### src/rtl/updown_seq_decoder.sv
// Recovers up/down direction, run length and illegal-jump errors from a 2-bit counter's states.
// Optional: define UPDOWN_SAMPLE_EDGE_EN to treat sample as a raw level (synchronised, edge-detected).
module updown_seq_decoder #(
   parameter int unsigned CNT_W = 4
) (
   input  logic             cp,
   input  logic             rst,
   input  logic             sample,
   input  logic             clr,
   input  logic [1:0]       y_in,
   output logic             dir_out,
   output logic             valid,
   output logic             err,
   output logic [CNT_W-1:0] step_cnt,
   output logic [1:0]       prev_out
);

   typedef enum logic [1:0] {StIdle, StTrack, StError} state_e;

   localparam logic [CNT_W-1:0] CntMax = '1;
   localparam logic [CNT_W-1:0] CntOne = CNT_W'(1);

   state_e           state_q, state_d;
   logic             dir_d, valid_d, err_d;
   logic [CNT_W-1:0] cnt_d;
   logic [1:0]       prev_d;
   logic [1:0]       delta;
   logic             strobe;

`ifdef UPDOWN_SAMPLE_EDGE_EN
   logic sync1_q, sync2_q, sync3_q;

   always_ff @(posedge cp or posedge rst) begin
      if (rst) begin
         sync1_q <= 1'b0;
         sync2_q <= 1'b0;
         sync3_q <= 1'b0;
      end else begin
         sync1_q <= sample;
         sync2_q <= sync1_q;
         sync3_q <= sync2_q;
      end
   end

   assign strobe = sync2_q & ~sync3_q;
`else
   assign strobe = sample;
`endif

   // Modulo-4 wrap makes 11->00 an up step and 00->11 a down step.
   assign delta = y_in - prev_out;

   always_comb begin
      state_d = state_q;
      dir_d   = dir_out;
      valid_d = valid;
      err_d   = err;
      cnt_d   = step_cnt;
      prev_d  = prev_out;
      if (clr) begin
         state_d = StIdle;
         dir_d   = 1'b0;
         valid_d = 1'b0;
         err_d   = 1'b0;
         cnt_d   = '0;
         prev_d  = 2'b00;
      end else if (strobe) begin
         case (state_q)
            StIdle: begin
               prev_d  = y_in;
               state_d = StTrack;
            end
            StTrack: begin
               unique case (delta)
                  2'd1, 2'd3: begin
                     prev_d  = y_in;
                     valid_d = 1'b1;
                     if (valid && (dir_out == delta[1])) begin
                        cnt_d = (step_cnt == CntMax) ? step_cnt : step_cnt + CntOne;
                     end else begin
                        dir_d = delta[1];
                        cnt_d = CntOne;
                     end
                  end
                  2'd2: begin
                     err_d   = 1'b1;
                     valid_d = 1'b0;
                     cnt_d   = '0;
                     state_d = StError;
                  end
                  default: ;
               endcase
            end
            StError: ;
            default: state_d = StIdle;
         endcase
      end
   end

   always_ff @(posedge cp or posedge rst) begin
      if (rst) begin
         state_q  <= StIdle;
         dir_out  <= 1'b0;
         valid    <= 1'b0;
         err      <= 1'b0;
         step_cnt <= '0;
         prev_out <= 2'b00;
      end else begin
         state_q  <= state_d;
         dir_out  <= dir_d;
         valid    <= valid_d;
         err      <= err_d;
         step_cnt <= cnt_d;
         prev_out <= prev_d;
      end
   end

endmodule
### config.mk
export PLATFORM = sky130hd
export DESIGN_NAME = updown_seq_decoder
export DESIGN_NICKNAME = d
export VERILOG_FILES = /design/src/rtl/updown_seq_decoder.sv
export SDC_FILE = /design/constraint.sdc
export NUM_CORES = 1
export LEC_CHECK = 0
export BUFFER_PORTS_ARGS = -buffer_cell sky130_fd_sc_hd__buf_2
export CORE_MARGIN = 8
export CORE_UTILIZATION = 40
export DETAILED_ROUTE_END_ITERATION = 16
export MAX_ROUTING_LAYER = met4
export PLACE_DENSITY_LB_ADDON = 0.1
export SYNTH_ARGS = -nofsm -noshare
export SYNTH_HDL_FRONTEND = slang
export SYNTH_SLANG_ARGS = --single-unit
### constraint.sdc
create_clock -name cp -period 3.9 [get_ports cp]
set_input_delay 0.195 -clock cp [delete_from_list [all_inputs] [get_ports cp]]
set_output_delay 0.195 -clock cp [all_outputs]
set_load 0.005 [all_outputs]
Yosys cells after proc, flatten, opt, wreduce, memory -nomap -nowiden
Index checks and enable logic that the tools add are counted.
- word-level logic and storage cells: 62
- output and inout bits: 9
- input bits: 6
- flip-flop bits (word level): 11
- equality and inequality tests: 12
- add/sub/neg operators: 2
- reductions and logical operators: 15
- muxes and demuxes: 27
- operator list (kind ; number):
    $mux 4 ; 5
    $mux 1 ; 12
    $mux 2 ; 6
    $reduce_and 3->1 ; 4
    $pmux 4 s2 ; 1
    $reduce_and 4->1 ; 2
    $reduce_bool 2->1 ; 4
    $eq 2x2->1 const B ; 3
    $pmux 2 s3 ; 1
    $reduce_bool 3->1 ; 2
    $add 4x1->4 const B ; 1
    $eq 2x1->1 const B ; 2
    $eq 4x4->1 const B ; 1
    $ne 2x2->1 const B ; 2
    $ne 4x4->1 const B ; 1
    $pmux 2 s2 ; 1
    $ne 3x2->1 const B ; 1
    $ne 3x3->1 const B ; 1
    $logic_not 2->1 ; 1
    $pmux 1 s2 ; 1
    $reduce_or 2->1 ; 1
    $sub 2x2->2 ; 1
    $eq 1x1->1 ; 1
    $logic_and 1x1->1 ; 1

Longest topological paths before layout
- depth in word-level cells: 8
- mapped depth: 7
- depth with buffers taken out: 6

Least setup slack after synthesis
OpenSTA, ideal clock, no wires.
- path kind: register to register
- start: register prev_out[0]
- end: register step_cnt[0]
- library setup time: 0.122 ns
- stages on the path, launching flop included: 6
- arrival: 1.589 ns
- buffers on the path: 1
- period minus slack after synthesis: 1.710 ns
- required time: 3.778 ns
- slack: 2.190 ns
- cell sequence: dfrtp_1 -> ha_1 -> clkbuf_1 -> and4b_1 -> a32o_1 -> a32o_1
- word-level cells in the longest chain between the ends: 8
- elaborated cells on any way between the ends: 15
- those cells by class: 1 x add/sub; 5 x eq/ne; 5 x mux; 4 x reduce/logical
- ends and longest elaborated chain (item ; RTL line ; text):
    start, declared ; 15 ; output logic [1:0] prev_out
    start signal, assigned ; 114 ; prev_out <= prev_d;
    $sub 2x2->2 * ; 51 ; assign delta = y_in - prev_out;
    $eq 1x1->1 ; 78 ; if (valid && (dir_out == delta[1])) begin
    $logic_and 1x1->1 ; 78 ;
    $mux 4 ; 78 ;
    $pmux 4 s2 ; 74 ; unique case (delta)
    $mux 4 ; 68 ; case (state_q)
    $mux 4 ; 67 ; end else if (strobe) begin
    $mux 4 ; 60 ; if (clr) begin
    end signal, assigned ; 113 ; step_cnt <= cnt_d;
    end, declared ; 14 ; output logic [CNT_W-1:0] step_cnt,
Every way passes the cells marked *; elsewhere a longest branch is shown, timed or not. The select of a mux whose other input is x is not followed.
A chain may end at the register's enable or synchronous reset.

Final worst setup path
- start: register prev_out[1]
- end: register step_cnt[0]
Same word-level chain as after synthesis.

==> flow_metrics.py <==
metrics = {
    "clock_network": {
        "cts_resized": 0,
        "clkTransAtPathRegs_ps": 70,
        "root_buffer": "clkbuf_4",
        "clock_latency_ps": 260,
        "cts_setup_buffers": 0,
        "numCtsBuffers": 3,
        "cts_max_level": 1,
        "cts_buffer_depth": 2,
        "cts_sinks": 11,
        "cts_tree": "done",
    },
    "place": {
        "gp_congestion": 0.903,
        "dp_hpwl_um": 1090,
        "place_area_um2": 738,
        "portBuffers": 14,
        "placement.setup.worst_slack_ps": 2210,
        "dpl.cell_count": 96,
    },
    "synthesis": {
        "synth.distinct_cells": 26,
        "synth_area_um2": 656,
        "netlist_instances": 68,
        "synth_largest_area_cell": "dfrtp_1",
        "yosysSeqAreaShare_pct": 42.0,
        "synthDominantCellAreaShare_pct": 42.0,
        "ys.flop_type": "dfrtp_1",
        "syn-num-nets": 76,
        "syn_avg_cell_area_um2": 9.64,
        "ys_seq_elements": 11,
        "synth_area_leaders": "dfrtp_1, a21oi_1, nand3_1, nand2_1, ha_1",
        "ys_warn_count": 0,
        "synth_edf_count": 0,
        "async_flop_share_pct": 100,
    },
    "die": {
        "core_area_um2": 1520,
        "die_h_um": 56.5,
        "row_count": 14,
        "start_util_pct": 43.0,
        "die_area_um2": 3190,
        "pin_count": 15,
        "die_w_um": 56.5,
    },
    "layout": {
        "syn_to_final_growth_pct": 18.1,
        "final_cell_mix": "buf_2, dfrtp_1, nand2_1",
        "multi_input_area_um2": 358,
        "final_common_cell": "buf_2",
        "layoutNonFillerInstCount": 101,
        "final_nets": 94,
        "fillCellCount": 154,
        "stdcell_area_um2": 774,
        "regArea_um2": 275,
        "drive_gt1_share_pct": 24.7,
        "num_antenna_cells": 0,
    },
    "power": {
        "p_per_area_nw_per_um2": 312,
        "power.leakage_nw": 0.374,
        "peakVddDrop_uv": 212,
        "power_mw": 0.242,
    },
    "drt": {
        "vias_per_cell": 5.48,
        "vias": 553,
        "firstDrtPassIters": 4,
        "wl_per_cell_um": 14.1,
        "remaining_drc_errors": 0,
        "postRouteAntennaNets": 0,
        "drt_iter0_markers": 9,
        "drt_wl_total_um": 1430,
    },
    "worst_hold_path": {
        "hp-class": "in2reg",
    },
    "sta": {
        "fin_tns_setup_ps": 0,
        "drv_slew": 0,
        "setup_violations": 0,
        "rsz0062_at_grt": "no",
        "worst_pin_slew_ps": 428,
        "post-route-period-util_pct": 43.6,
        "fin_crit_ps": 1700,
        "skew_ps": 3.84,
        "max_freq_mhz": 588,
        "relSlewSlack_pct": 71.5,
        "hold_viol_final": 0,
        "fin_ws_ps": 2200,
    },
    "worst_setup_path": {
        "worstPathRequired_ps": 4050,
        "crit_type": "reg2reg",
        "worstPathArrival_ps": 1850,
        "cp-end-kind": "flip-flop",
        "crit_fanout": 4,
        "worstSetupStartpointType": "flip-flop",
    },
    "grt": {
        "grt_max_degree": 12,
        "antenna_found_initial": 0,
        "track_usage_pct": 9.66,
        "grt_pass1_vias": 561,
        "grt_overflow": 0,
        "grt_pass1_wl_um": 2460,
    },
    "job": {
        "drv_cap": 0,
    },
    "outcome": {
        "status": "finished clean",
    },
}
-- cell type report --
cell class	count	share of cell area, %
clock buffers	4	3.39
flip-flops and latches	11	35.5
inverters	4	1.94
repair buffers	15	10.3
well taps	16	2.58
multi-input cells	51	46.2
-- per-layer routing --
metal / vias to the layer above / share of wire (%) / track usage, %
li1: 282 / - / -
met1: 258 / 46 / 10.5
met2: 11 / 48 / 14.6
met3: 2 / 5.4 / 4.72
met4: 0 / 1.2 / 4.12
met5: - / 0 / -
-- worst paths after layout --
path / slack [ps] / startpoint / depth (start not counted) / end
setup / recovery: 2200 / prev_out[1]$_DFFE_PP0P_ / 4 / step_cnt[0]$_DFFE_PP0P_
hold / removal: 200 / y_in[0] / 3 / prev_out[0]$_DFFE_PP0P_
setup reg to reg: 2200 / prev_out[1]$_DFFE_PP0P_ / 4 / step_cnt[0]$_DFFE_PP0P_
hold reg to reg: 510 / err$_DFFE_PP0P_ / 2 / err$_DFFE_PP0P_
max in group asynchronous: 3140 / rst / 3 / dir_out$_DFFE_PP0P_
min in group asynchronous: 460 / rst / 3 / err$_DFFE_PP0P_
-- report_power, final --
part           total [mW]  switching, mW  internal [mW]
Combinational      0.0438         0.0232         0.0206
Sequential          0.123        0.00441          0.118
Clock              0.0754         0.0359         0.0395
Total               0.242         0.0636          0.178
-- kinds of logic after synthesis --
| kind of cell | synth area share, % |
|---|---|
| buf+inv | 3.43 |
| fa+ha+maj | 3.82 |
| compound gates | 18.1 |
| simple gates | 22.7 |
| flops | 42.0 |
| xor+xnor | 9.92 |
-- critical path, cell delays in order, from the launching register on --
cell	delay, ps
dfrtp_1	410
xor3_2	510
xnor2_2	180
a32o_1	290
a32o_1	210
-- through the flow --
step / hold slack [ps] / util [%]
final: 196 / 50.8
after global routing: 197 / 50.8
after CTS: 190 / 50.8
after detailed placement: 215 / 48.4
after global placement: 211 / 48.4
after floorplan: 47.4 / -
-- Yosys cell counts, types with 2 or more instances --
cell / instances
o211ai_1: 2
a21oi_1: 8
dfrtp_1: 11
nand2b_1: 2
nand2_1: 9
nor2_1: 2
inv_1: 4
nand3_1: 7
nor2b_1: 2
a32o_1: 2
ha_1: 2
o2bb2ai_1: 2
o21ai_0: 2
-- state kept, by name, summed over array words and instances, names as in the netlist --
name,count
err,1
state_q,2
valid,1
dir_out,1
prev_out,2
step_cnt,4
-- timing repair --
item                                    4_1_cts  5_1_grt
endpoints found under the setup margin        0        0
hold endpoints to repair                     11        0
hold buffers                                  1        0
Power figures use the tool's default switching activity.
